**src/rtl/sysa.sv**
```systemverilog
// rtl/sysa.sv - 3x3 weight-stationary systolic array, unsigned 8-bit operands, 16-bit partial sums
module sysa (
    input  logic        clk,
    input  logic        rst,
    input  logic        en,
    input  logic [96:0] w,
    input  logic [23:0] in,
    output logic [15:0] out1,
    output logic [15:0] out2,
    output logic [15:0] out3
);

    logic [7:0]  a_q  [3][3];
    logic [7:0]  a_d  [3][3];
    logic [15:0] p_q  [3][3];
    logic [15:0] p_d  [3][3];

    // Activations enter on the left edge and shift right; sums enter at zero and shift down.
    for (genvar r = 0; r < 3; r++) begin : g_row
        for (genvar c = 0; c < 3; c++) begin : g_col
            logic [7:0]  a_in;
            logic [15:0] p_in;
            logic [7:0]  w_rc;

            if (c == 0) begin : g_a_edge
                assign a_in = in[8*r +: 8];
            end else begin : g_a_chain
                assign a_in = a_q[r][c-1];
            end

            if (r == 0) begin : g_p_edge
                assign p_in = 16'd0;
            end else begin : g_p_chain
                assign p_in = p_q[r-1][c];
            end

            // Weight is read live every cycle, never captured.
            assign w_rc      = w[8*(3*r+c) +: 8];
            assign a_d[r][c] = a_in;
            assign p_d[r][c] = p_in + (16'(a_in) * 16'(w_rc));
        end
    end

    always_ff @(posedge clk) begin
        if (rst) begin
            for (int r = 0; r < 3; r++) begin
                for (int c = 0; c < 3; c++) begin
                    a_q[r][c] <= 8'd0;
                    p_q[r][c] <= 16'd0;
                end
            end
        end else if (en) begin
            for (int r = 0; r < 3; r++) begin
                for (int c = 0; c < 3; c++) begin
                    a_q[r][c] <= a_d[r][c];
                    p_q[r][c] <= p_d[r][c];
                end
            end
        end
    end

    assign out1 = p_q[2][0];
    assign out2 = p_q[2][1];
    assign out3 = p_q[2][2];

    // Right-column activations and the spare weight bits have no consumer.
    logic unused_bits;
    assign unused_bits = ^{w[96:72], a_q[0][2], a_q[1][2], a_q[2][2]};

endmodule

```
**config.mk**
```make
export PLATFORM = sky130hd
export DESIGN_NAME = sysa
export DESIGN_NICKNAME = d
export VERILOG_FILES = /design/src/rtl/sysa.sv
export SDC_FILE = /design/constraint.sdc
export NUM_CORES = 2
export LEC_CHECK = 0
export ABC_AREA = 1
export BUFFER_PORTS_ARGS = -buffer_cell sky130_fd_sc_hd__buf_2
export CAP_MARGIN = 5
export CORE_UTILIZATION = 50
export DETAILED_ROUTE_END_ITERATION = 10
export GPL_TIMING_DRIVEN = 0
export PLACE_DENSITY = 0.78
export SYNTH_ARGS = -nofsm -noshare
export SYNTH_HDL_FRONTEND = slang
export SYNTH_SLANG_ARGS = --single-unit
```
**constraint.sdc**
```tcl
create_clock -name clk -period 10.3 [get_ports clk]
set_input_delay 0.515 -clock clk [delete_from_list [all_inputs] [get_ports clk]]
set_output_delay 0.515 -clock clk [all_outputs]
set_load 0.01 [all_outputs]
```
==> flow_summary.ini <==
[cts]
h-tree-depth = 4
post_cts_buffers = 0
cts_tree = yes
clkSinkCount = 192
cts-hold-fix-buffers = 0
ctsResizeCount = 0
cts-root-buf = clkbuf_16
clk_latency_ps = 510
clk_pin_slew_ps = 90
clk_path_buf_depth = 2
cts_buffers = 17

[grt]
grt_max_degree = 70
grt_usage = 0.2101
antenna_found_initial = 8
grt_pass1_vias = 23120
grt_pass1_wl_um = 106400
gr-total-overflow = 0

[timing]
finClkSkew_ps = 16.59
layout_setup_ws_ps = 5943
slew_headroom = 0.3907
setup_tns_ps = 0
finalSetupViolations = 0
fin_crit_ps = 4357
fmax_mhz = 229.5
tightestPinTransition_ps = 914.0
fin_crit_sh = 0.4230
hold_viol = 0
finalMaxSlewViolations = 0
rsz0062_at_grt = false

[detailed_routing]
vias_per_cell = 4.659
drt_iter0_markers = 1208
wire_per_inst_um = 12.42
drc = 0
ant_nets = 0
num_vias = 23460
dr.pass1.iters = 5
routed_wl_um = 62550

[job]
maxCapViolCount = 0

[yosys]
ys_ff_latch = 192
yosysTopAreaCell = fa_1
syn_area_mm2 = 0.03068
synthCells = 4166
ys_types = 26
yosys_warnings = 0
synth_fp_nets = 5016
yosysSeqAreaShare = 0.1879
netlist.area_leader.share = 0.2662
synth_area_per_cell_um2 = 7.365
synth_area_leaders = fa_1 (27%), edfxtp_1 (19%), inv_1 (17%)

[layout]
layout.nets = 5087
fillers = 5557
seq_area_mm2 = 0.005766
multiInputGateArea_mm2 = 0.01895
drive_gt1_frac = 0.03129
area_growth_pct = 6.247

[floorplanning]
core_mm2 = 0.06047
boundaryPins = 172
num_rows = 90
die_w_um = 249.7
start_util = 0.5074
floorplan.die.height_um = 249.7
dieArea_mm2 = 0.06236

[worst_setup_path]
crit_fanout = 9
end_kind = register
path_class = reg -> reg
cp.required_ps = 10540
cp.arrival_ps = 4590
cp-start-kind = register

[placed_design]
pre_cts_ws_ps = 5815
gp_congestion = 0.9006
io_buffers = 50
hpwl_um = 53260

[power_and_ir_drop]
leakage_uw = 0.02027
max-vdd-ir-drop_v = 0.0001920
powerDensity_mw_per_mm2 = 183.5

[status]
status = finished clean

[worst_hold_path]
min_path_type = in -> reg
logic make-up (layout without fill, tap and decap cells):
| logic type | count (synthesis) | in the layout | share of synthesized area |
|---|---|---|---|
| AO/OA/AOI/OAI | 120 | 120 | 0.02018 |
| other | 0 | 3 | 0 |
| AND/OR/NAND/NOR | 1521 | 1521 | 0.1929 |
| flip-flops | 192 | 192 | 0.1879 |
| buffers and inverters | 1577 | 1661 | 0.1946 |
| adder cells (fa/ha/maj) | 726 | 726 | 0.3959 |
| XOR/XNOR | 30 | 30 | 0.008563 |
per-layer routing:
metal	vias to the layer above	share of wire	track usage
met5	-	0.0015	0
met4	12	0.021	0.06790
met3	79	0.056	0.03817
met2	462	0.48	0.3567
met1	11040	0.44	0.2706
li1	11860	-	-
registers in the layout, indices dropped and copies added (netlist names):
signal  cells
a_q        48
p_q       144
where the power goes:
part	leakage (uW)	internal [uW]	switching, uW
Clock	0.000303	333	366
Combinational	0.0179	1510	2670
Sequential	0.00211	1060	44.4
Total	0.0203	2900	3080
final timing paths:
check | start | end | slack, ps | cells past startpoint
min | in[23] | a_q[0][71] | 520 | 3
max | a_q[0][70] | p_q[0][123] | 5940 | 16
min reg2reg | p_q[0][32] | p_q[0][80] | 700 | 3
max reg2reg | a_q[0][70] | p_q[0][123] | 5940 | 16
area by class of cell:
cell class / count / share of cell area
plain buffers: 164 / 0.02049
inverters: 1413 / 0.1627
repair buffers: 52 / 0.009364
multi-input cells: 2397 / 0.5812
diodes: 3 / 0.0002303
clock buffers: 17 / 0.01305
clock inverters: 15 / 0.006064
well taps: 782 / 0.03001
flip-flops and latches: 192 / 0.1768
Yosys cell counts:
master and count:
o21ai_0 29, o21ai_1 3, buf_2 6, nand2_1 1112, ha_1 318, fa_1 408, buf_4 6, nand4_1 3
buf_6 3, inv_2 2, edfxtp_1 192, nor2_4 1, nand2_2 7, or2_2 1, nand3_2 3, nor2_1 286
nor3_1 3, xor2_1 9, a21oi_1 83, and2_1 1, inv_1 1411, clkbuf_1 149, o21ai_2 5, xnor2_1 21
nand3_1 89, nor2_2 15
cell usage in the layout (no fill, tap or decap), drive strengths merged, types with 3 or more instances in the layout:
master / netlist / final
xor2: 9 / 9
xnor2: 21 / 21
fa: 408 / 408
clkbuf: 149 / 166
nand2: 1119 / 1119
edfxtp: 192 / 192
buf: 15 / 67
clkinv: 0 / 7
nand3: 92 / 92
nor3: 3 / 3
ha: 318 / 318
inv: 1413 / 1421
o21ai: 37 / 37
nor2: 302 / 302
a21oi: 83 / 83
nand4: 3 / 3
diode: 0 / 3
critical path: stages, from the launching register on:
cell and delay (ps):
edfxtp_1 340, clkbuf_1 340, nand2_1 150, fa_1 530, inv_1 50, fa_1 510, inv_1 60, fa_1 490
fa_1 500, inv_1 50, ha_1 330, nand2_1 80, nand2_1 90, nor2_2 230, nor2_2 60, o21ai_0 180
a21oi_1 100
per-stage QoR:
stage	std cells	power [uW]	utilization	area [um^2]	hold slack (ps)
3_5_place_dp	5000	5287	0.5287	31970	688.8
2_1_floorplan	4166	4406	-	30680	642.7
3_3_place_gp	4998	5158	0.5277	31910	688.2
5_1_grt	5034	6791	0.5391	32600	507.8
6_report	5035	5984	0.5391	32600	524.0
4_1_cts	5032	6022	0.5390	32590	486.8
No activity file was read; power rests on OpenSTA's default activity.
